===== src/rtl/psum_ofifo_pkg.sv =====
// Array-wide constants shared by the south-edge psum output collector.
package psum_ofifo_pkg;

   localparam int unsigned col_dflt     = 8;
   localparam int unsigned psum_bw_dflt = 16;
   localparam int unsigned depth_dflt   = 16;

   // Pointer width for a power-of-two depth; never narrower than one bit.
   function automatic int unsigned ptr_width(input int unsigned d);
      return (d > 1) ? $clog2(d) : 1;
   endfunction

   localparam int unsigned ptr_w_dflt = ptr_width(depth_dflt);

endpackage


===== src/rtl/psum_ofifo_if.sv =====
// Row-level bus between the array south edge, the collector and its downstream reader.
interface psum_ofifo_if
   import psum_ofifo_pkg::*;
#(
   parameter int unsigned col     = col_dflt,
   parameter int unsigned psum_bw = psum_bw_dflt
);

   logic [psum_bw*col-1:0] in;
   logic [col-1:0]         wr;
   logic                   rd;
   logic [psum_bw*col-1:0] out;
   logic                   o_valid;
   logic                   o_full;
   logic                   o_ready;
   logic [col-1:0]         overflow;

   // Array side and reader side together drive the collector.
   modport master (
      output in, wr, rd,
      input  out, o_valid, o_full, o_ready, overflow
   );

   modport slave (
      input  in, wr, rd,
      output out, o_valid, o_full, o_ready, overflow
   );

endinterface


===== src/rtl/psum_fifo_col.sv =====
// One column FIFO: storage, pointers, occupancy count, full/empty decode and sticky overflow.
module psum_fifo_col
   import psum_ofifo_pkg::*;
#(
   parameter int unsigned psum_bw = psum_bw_dflt,
   parameter int unsigned depth   = depth_dflt
) (
   input  logic               clk,
   input  logic               reset,
   input  logic [psum_bw-1:0] wdata,
   input  logic               wr,
   input  logic               pop,
   output logic [psum_bw-1:0] rdata_c,
   output logic               empty_c,
   output logic               full_c,
   output logic               overflow
);

   localparam int unsigned ptr_w = ptr_width(depth);
   localparam int unsigned cnt_w = ptr_w + 1;

   logic [ptr_w-1:0]   wptr;
   logic [ptr_w-1:0]   rptr;
   logic [cnt_w-1:0]   count;
   logic [psum_bw-1:0] mem [depth];

   logic pop_ok_c;
   logic accept_c;

   assign empty_c  = (count == '0);
   assign full_c   = (count == cnt_w'(depth));
   // A full column still takes a write when the same cycle frees a slot.
   assign pop_ok_c = pop && !empty_c;
   assign accept_c = wr && (!full_c || pop_ok_c);
   assign rdata_c  = mem[rptr];

   always_ff @(posedge clk) begin
      if (reset) begin
         wptr     <= '0;
         rptr     <= '0;
         count    <= '0;
         overflow <= 1'b0;
      end else begin
         if (accept_c) begin
            wptr <= wptr + ptr_w'(1);
         end
         if (pop_ok_c) begin
            rptr <= rptr + ptr_w'(1);
         end
         count <= count + cnt_w'(accept_c) - cnt_w'(pop_ok_c);
         if (wr && !accept_c) begin
            overflow <= 1'b1;
         end
      end
   end

   // Storage is not reset; writes coinciding with reset are dropped.
   always_ff @(posedge clk) begin
      if (!reset && accept_c) begin
         mem[wptr] <= wdata;
      end
   end

endmodule


===== src/rtl/psum_ofifo.sv =====
// South-edge output collector: per-column FIFOs deskew array results into whole rows.
module psum_ofifo
   import psum_ofifo_pkg::*;
#(
   parameter int unsigned col     = col_dflt,
   parameter int unsigned psum_bw = psum_bw_dflt,
   parameter int unsigned depth   = depth_dflt
) (
   input  logic           clk,
   input  logic           reset,
   psum_ofifo_if.slave    bus
);

   logic [col-1:0]     empty_c;
   logic [col-1:0]     full_c;
   logic [psum_bw-1:0] rdata_c [col];
   logic               valid_c;
   logic               pop_c;

   // A row exists only when every column holds at least one result.
   assign valid_c = ~|empty_c;
   assign pop_c   = bus.rd && valid_c;

   assign bus.o_valid = valid_c;
   assign bus.o_full  = |full_c;
   assign bus.o_ready = ~|full_c;

   for (genvar i = 0; i < int'(col); i++) begin : g_col
      psum_fifo_col #(
         .psum_bw (psum_bw),
         .depth   (depth)
      ) u_col (
         .clk      (clk),
         .reset    (reset),
         .wdata    (bus.in[psum_bw*i +: psum_bw]),
         .wr       (bus.wr[i]),
         .pop      (pop_c),
         .rdata_c  (rdata_c[i]),
         .empty_c  (empty_c[i]),
         .full_c   (full_c[i]),
         .overflow (bus.overflow[i])
      );

      assign bus.out[psum_bw*i +: psum_bw] = valid_c ? rdata_c[i] : '0;
   end

endmodule


===== src/flat_wrapper.sv =====
// flat-port wrapper written by rule: the top's interface ports become plain ports
module psum_ofifo_flat import psum_ofifo_pkg::*;
#(
   parameter int unsigned col     = col_dflt,
   parameter int unsigned psum_bw = psum_bw_dflt,
   parameter int unsigned depth   = depth_dflt
)
  (clk, reset, bus_in, bus_wr, bus_rd, bus_out, bus_o_valid, bus_o_full, bus_o_ready, bus_overflow);
  psum_ofifo_if #(.col(col), .psum_bw(psum_bw)) bus_i ();
  input  logic clk;
  input  logic reset;
  input wire logic [$bits(bus_i.in)-1:0] bus_in;
  input wire logic [$bits(bus_i.wr)-1:0] bus_wr;
  input wire logic [$bits(bus_i.rd)-1:0] bus_rd;
  output wire logic [$bits(bus_i.out)-1:0] bus_out;
  output wire logic [$bits(bus_i.o_valid)-1:0] bus_o_valid;
  output wire logic [$bits(bus_i.o_full)-1:0] bus_o_full;
  output wire logic [$bits(bus_i.o_ready)-1:0] bus_o_ready;
  output wire logic [$bits(bus_i.overflow)-1:0] bus_overflow;
  assign bus_i.in = bus_in;
  assign bus_i.wr = bus_wr;
  assign bus_i.rd = bus_rd;
  assign bus_out = bus_i.out;
  assign bus_o_valid = bus_i.o_valid;
  assign bus_o_full = bus_i.o_full;
  assign bus_o_ready = bus_i.o_ready;
  assign bus_overflow = bus_i.overflow;
  psum_ofifo #(.col(col), .psum_bw(psum_bw), .depth(depth)) u_core (.clk(clk), .reset(reset), .bus(bus_i));
endmodule

===== config.mk =====
export PLATFORM = sky130hd
export DESIGN_NAME = psum_ofifo_flat
export DESIGN_NICKNAME = d
export VERILOG_FILES = /design/src/rtl/psum_ofifo_pkg.sv /design/src/rtl/psum_ofifo_if.sv /design/src/rtl/psum_fifo_col.sv /design/src/rtl/psum_ofifo.sv /design/src/flat_wrapper.sv
export SDC_FILE = /design/constraint.sdc
export NUM_CORES = 2
export LEC_CHECK = 0
export CORE_ASPECT_RATIO = 1.25
export CORE_MARGIN = 10
export CORE_UTILIZATION = 55
export DETAILED_ROUTE_END_ITERATION = 8
export GPL_TIMING_DRIVEN = 0
export HOLD_SLACK_MARGIN = 0.1
export PLACE_DENSITY = 0.7
export SYNTH_ARGS = -nofsm -noshare
export SYNTH_HDL_FRONTEND = slang
export SYNTH_SLANG_ARGS = --single-unit

===== constraint.sdc =====
create_clock -name clk -period 4.27 [get_ports clk]
set_clock_uncertainty 0.05 [all_clocks]
set_input_delay 0.854 -clock clk [delete_from_list [all_inputs] [get_ports clk]]
set_output_delay 0.854 -clock clk [all_outputs]
set_load 0.05 [all_outputs]

Yosys cells after proc, flatten, opt, wreduce, memory -nomap -nowiden
Memories as Yosys holds them, arrays and structs flattened. A register that Yosys moved wholly into a read port is not among the register bits.
Cells that the tools add are included.
{ "op_classes": {"n_eq_ne": 8, "reduce_logical": 78, "muxes": 40, "addsub": 32} }
{ "ops": {"columns": ["operator", "n"], "rows": [
  ["2-to-1 mux 16 bit", 8],
  ["adder 4 x 1 -> 4 bit (second input constant)", 16],
  ["2-to-1 mux 4 bit", 16],
  ["adder 5 x 1 -> 5 bit", 8],
  ["== test 5 bit (second input constant)", 8],
  ["zero test 5 bit", 8],
  ["subtractor 5 x 1 -> 5 bit", 8],
  ["logical AND 1 bit", 33],
  ["zero test 1 bit", 27],
  ["2-to-1 mux 1 bit", 16],
  ["OR reduction 8 bit", 2],
  ["logical OR 1 bit", 8]
]} }
{ "totals": {"inputBits": 139, "regBits": 112, "mem_bits_rw": 2048, "out_inout_bits": 139, "n_memories": 8, "elab_cells": 198} }
{ "memory_table": {"columns": ["memory", "depth", "word_bits", "read_ports", "rd_ports_with_merged_regs", "write_ports", "line", "text"], "rows": [
  ["u_core.g_col[0].u_col.mem", 16, 16, 1, 1, 1, "psum_fifo_col.sv:25", "logic [psum_bw-1:0] mem [depth];"],
  ["u_core.g_col[1].u_col.mem", 16, 16, 1, 1, 1, "psum_fifo_col.sv:25", null],
  ["u_core.g_col[2].u_col.mem", 16, 16, 1, 1, 1, "psum_fifo_col.sv:25", null],
  ["u_core.g_col[3].u_col.mem", 16, 16, 1, 1, 1, "psum_fifo_col.sv:25", null],
  ["u_core.g_col[4].u_col.mem", 16, 16, 1, 1, 1, "psum_fifo_col.sv:25", null],
  ["u_core.g_col[5].u_col.mem", 16, 16, 1, 1, 1, "psum_fifo_col.sv:25", null],
  ["2 more memories", null, null, null, null, null, null, null]
]} }

Longest topological paths before layout
{ "depth": {"ltp_word": 10, "depth_mapped": 17, "ltp_nobuf": 15} }

Cells and area by module
From an unflattened synthesis, not the netlist that was laid out.
{ "unflattened": {"hier_cells": 4353, "hier_area_um2": 86785.7} }
{ "modules_own_cells": {"columns": ["module", "cells_per_inst", "area_per_inst_um2", "seq_area_each_um2", "n_inst"], "rows": [
  ["psum_fifo_col at u_core.g_col[1].u_col ...", 507, 10581.4, 8047.7, 4],
  ["psum_fifo_col at u_core.g_col[4].u_col ...", 507, 10645.2, 8047.7, 2],
  ["psum_fifo_col at u_core.g_col[7].u_col", 509, 10659.0, 8047.7, 1],
  ["psum_fifo_col at u_core.g_col[0].u_col", 507, 10558.9, 8047.7, 1],
  ["psum_ofifo", 295, 1951.9, 0.0, 1]
]} }

Worst setup path after synthesis
OpenSTA, ideal clock, no wires.
{ "synth_timing": {"path_kind": "register to register", "startpoint": "register u_core.g_col[7].u_col.count[2]", "endpoint": "memory u_core.g_col[6].u_col.mem[0][0] in the netlist's numbering (enable)", "synth_period_minus_slack_ns": 3.367, "arrival_time_ns": 2.908, "setup_slack_ns": 0.903, "required_time_ns": 3.811, "stages_incl_launch_ff": 10, "setup_time_ns": 0.409, "cell_sequence": "dfxtp_1 > inv_1 > ha_1 > nor4b_1 > nor4_2 > and4_1 > buf_2 > buf_4 > o211ai_1 > nor3_1"} }
{ "synth_via": {"elab_chain_len": 10} }
{ "synth_lines": {"columns": ["element", "line", "text"], "rows": [
  ["start, declared", "psum_fifo_col.sv:24", "logic [cnt_w-1:0] count;"],
  ["start signal, assigned", "psum_fifo_col.sv:50", "count <= count + cnt_w'(accept_c) - cnt_w'(pop_ok_c);"],
  ["zero test 5 bit", "psum_fifo_col.sv:30", "assign empty_c = (count == '0);"],
  ["OR reduction 8 bit", "psum_ofifo.sv:21", "assign valid_c = ~|empty_c;"],
  ["zero test 1 bit", "psum_ofifo.sv:21", null],
  ["logical AND 1 bit", "psum_ofifo.sv:22", "assign pop_c = bus.rd && valid_c;"],
  ["logical AND 1 bit", "psum_fifo_col.sv:33", "assign pop_ok_c = pop && !empty_c;"],
  ["logical OR 1 bit", "psum_fifo_col.sv:34", "assign accept_c = wr && (!full_c || pop_ok_c);"],
  ["logical AND 1 bit", "psum_fifo_col.sv:34", null],
  ["logical AND 1 bit", "psum_fifo_col.sv:59", "if (!reset && accept_c) begin"],
  ["2-to-1 mux 1 bit", "psum_fifo_col.sv:59", null],
  ["2-to-1 mux 1 bit (not written as such)", "psum_fifo_col.sv:60", "mem[wptr] <= wdata;"],
  ["end, declared", "psum_fifo_col.sv:25", null]
]} }
Every way passes these cells.

Worst setup path after layout
{ "layout_timing": {"startpoint": "register u_core.g_col[1].u_col.count[2]", "endpoint": "output bus_out[98]"} }
{ "layout_via": {"elab_chain_len": 3} }
{ "layout_lines": {"columns": ["element", "line", "text"], "rows": [
  ["start, declared", "psum_fifo_col.sv:24", null],
  ["start signal, assigned", "psum_fifo_col.sv:50", null],
  ["zero test 5 bit", "psum_fifo_col.sv:30", null],
  ["OR reduction 8 bit", "psum_ofifo.sv:21", null],
  ["2-to-1 mux 16 bit", "psum_ofifo.sv:44", "assign bus.out[psum_bw*i +: psum_bw] = valid_c ? rdata_c[i] : '0;"],
  ["end, declared", "flat_wrapper.sv:15", "output wire logic [$bits(bus_i.out)-1:0] bus_out;"]
]} }
Every way passes these cells.

==> qor.yml <==
drive_above_1_share_pct: 30.1
worst_path_max_delay_cell: "nor4_2"
worst_ir_drop_vdd_mv: 0.460
reg2regPathDepth: 11
timing.setup.tns_ns: 0
gp_congestion: 0.777
synthesis.yosys.warnings: 0
drcViolationCount: 0
crit_chain: "inv_1 > ha_1 > nor4b_1 > nor4_2 > and3_4 > clkbuf_16 > buf_8 > and2_2 > buf_4"
max_clock_freq_mhz: 240
dr_wl_met3_um: 15800
drt_wl_total_um: 197000
pre_cts_ws_ns: -1.27
floorplan.core_area_um2: 155000
timing.final.hold_violations: 0
die_w_um: 373
wl_met1_um: 76900
worst_case_register_to_register_setup_slack_ns: 0.36
cts-htree-levels: 4
die_height_um: 461
tightestPinTransition_ns: 1.20
top_signal_layer_used: "met5"
initial_utilization_pct: 55.4
antenna_found_initial: 36
cts.path.max_buffers: 3
hold_path.class: "reg2reg"
number_of_core_rows: 161
count_of_buffers_inserted_at_the_top_level_ports: 276
dpl.hpwl_um: 127000
outcome: "finished, final reports clean"
post_drt_wl_per_cell_um: 29.3
timing.rr.start: "u_core.g_col[1].u_col.count[2]$_SDFF_PP0_"
synth-edff-count: 2048
clock_latency_on_the_worst_skew_pair_ns: 0.83
clock_sinks: 2192
cts_root_buf: "clkbuf_16"
worst_hold_slack_ns: 0.431
endpoint_type_of_the_worst_setup_path: "primary output"
tritoncts: "built"
ioPinCount: 278
final_cell_count_no_fill: 6719
vias_in_the_first_global_route: 42926
routed-via-count: 41059
cts_hold_buf: 0
timing.critical_path.max_delay_family: "simple AND/OR/NAND/NOR gates"
delay_of_the_slowest_critical_path_stage_ns: 0.36
crit_path_max_fanout: 10
worst_slew_margin_rel_pct: 20.3
total_global_routing_track_utilization_pct: 22.9
area_growth_pct: 15.6
worstSetupPathType: "reg2out"
power_leakage_nw: 31.2
hold_path_startpoint: "u_core.g_col[5].u_col.overflow$_SDFFE_PP0P_"
cp_data_arrival_time_ns: 3.26
worst_hold_path_depth: 2
finalCritPeriodShare_pct: 97.6
cts_buffers: 201
synth.yosys.seq_area_share_pct: 75.2
syn-mean-instance-area_um2: 21.6
netlist_instances: 3963
p_per_cell_area_nw_per_um2: 477
drt_pre_antenna_iters: 6
num-fill-cells: 10197
finish.utilization_pct: 64.1
finalWorstSetupSlack_ns: 0.104
timing.final.max_slew_violations: 0
setup_violations: 0
ys_types: 45
setup.worst_path.start_class: "register"
nets_finish: 4736
post_drt_via_cell_ratio: 6.11
timing.critical_path.required_ns: 3.37
rsz_0062_raised_after_global_routing: "yes"
crit_path_start: "u_core.g_col[1].u_col.count[2]$_SDFF_PP0_"
syn_area_um2: 85600
timing.final.crit_period_ns: 4.17
number_of_buffer_and_inverter_stages_on_the_critical_path: 4
number_of_cells_in_the_design_after_placement: 6358
mappedNetlistNets: 4190
drv.max_cap_violation_count: 0
largest_net_degree_at_the_start_of_global_routing: 17
synth_flop_cell: "edfxtp_1"
detail_route.iter0.violations: 4259
grt_first_pass_wirelength_um: 289000
postRouteAntennaNets: 0
clk_transition_reported_paths_ns: 0.06
grt_overflow: 0
fp.dieArea_um2: 172000
routed-wl-met2_um: 98900
timing.critical_path.depth: 9
asyncSetResetFlopFracSynth_pct: 0
ys_ff_latch: 2192
metal layers:
metal | GRT usage [%] | vias up
met5 | 0 | -
met4 | 6.39 | 54
li1 | - | 17420
met1 | 30.3 | 21751
met3 | 5.72 | 336
met2 | 38.2 | 1498
tightest hold or removal path, stage by stage (launching register included):
cell and delay [ns]:
dfxtp_1 0.33, a31oi_1 0.04, nor2_1 0.07
kinds of logic after synthesis:
group / Yosys count / share of synthesized area [%]
simple gates: 544 / 3.34
buf+inv: 285 / 1.56
xor+xnor: 33 / 0.337
fa+ha+maj: 88 / 1.36
compound gates: 153 / 1.05
mux: 668 / 17.2
flops: 2192 / 75.2
synthesized netlist by cell type, types with 8 or more instances:
cell,number,area share [%]
edfxtp_1,2048,72
mux4_2,640,17
and2_1,179,1.3
nor2_1,161,0.71
dfxtp_1,144,3.4
clkbuf_1,86,0.38
ha_1,80,1.2
inv_1,73,0.32
a21oi_1,65,0.38
buf_4,60,0.53
nand2_1,54,0.24
buf_1,44,0.19
o21ai_0,33,0.19
nor2b_1,32,0.23
nand3_1,24,0.14
or3_1,23,0.17
nor3_1,22,0.13
o211ai_1,22,0.19
buf_2,20,0.12
mux2_2,20,0.26
xnor2_1,20,0.20
xor2_1,13,0.13
nand2b_1,12,0.088
a31oi_1,9,0.066
and3_1,9,0.066
a21o_1,8,0.070
fa_1,8,0.19
mux2i_1,8,0.093
registers in the layout, indices dropped and copies added (netlist names), named ones only:
register	flops
u_core.g_col.u_col.mem	2048
u_core.g_col.u_col.count	40
u_core.g_col.u_col.rptr	32
u_core.g_col.u_col.wptr	32
u_core.g_col.u_col.overflow	8
cell usage in the layout, fill, tap and decap left out, drive strengths merged, types with 3 or more instances in the layout:
master and n:
buf 288, xnor2 20, nor4bb 3, xor2 13
a21oi 65, clkinvlp 5, nor4b 6, nand3b 6
bufinv 24, mux2 20, nor3b 4, nand3 24
o21ai 33, o211ai 22, a211oi 6, inv 81
clkinv 71, mux2i 8, and3 9, nor2 161
mux4 640, or3 23, clkdlybuf4s50 145, nor4 4
nor2b 32, dfxtp 144, fa 8, clkdlybuf4s15 13
nand2b 12, nand2 54, nor3 22, and2 179
diode 6, a21boi 5, ha 80, clkbuf 371
edfxtp 2048, a21o 8, a31oi 9
per-stage QoR:
step	instance area, µm²	power [mW]
6_report	99000	47.2
5_1_grt	99000	48.8
4_1_cts	99000	47.6
3_5_place_dp	92500	29.7
3_3_place_gp	91000	29.5
2_1_floorplan	85600	27.9
worst paths after layout:
kind | to
worst max-delay path | bus_out[98]
worst min-delay path | u_core.g_col[5].u_col.overflow$_SDFFE_PP0P_
worst max register to register | u_core.g_col[6].u_col.mem[2][10]$_DFFE_PP_
worst min register to register | u_core.g_col[5].u_col.overflow$_SDFFE_PP0P_
power breakdown:
group	internal, mW	switching (mW)	leakage, nW
clock	10.3	7.66	3.19
combinational	2.06	2.96	8.43
sequential	24.0	0.234	19.6
total	36.4	10.8	31.2
what timing repair did:
item / CTS / global route
endpoints found under the setup margin: 131 / 117
cloned: 0 / 0
buffers inserted: 1 / 0
pin swaps: 1 / 1
gates resized for setup: 766 / 117
final cells by class:
| cell class | count | area [µm²] | share of cell area (%) |
|---|---|---|---|
| Clock buffer | 262 | 5390 | 5.44 |
| Multi-Input combinational cell | 1486 | 20200 | 20.4 |
| Sequential cell | 2192 | 64400 | 65.0 |
| Tap cell | 2037 | 2550 | 2.57 |
| Buffer | 196 | 1320 | 1.33 |
| Timing Repair Buffer | 359 | 3690 | 3.73 |
| Antenna cell | 6 | 15.0 | 0.0152 |
| Clock inverter | 108 | 1180 | 1.19 |
| Inverter | 73 | 274 | 0.277 |
Note: power is estimated with default switching activity, not from simulation.
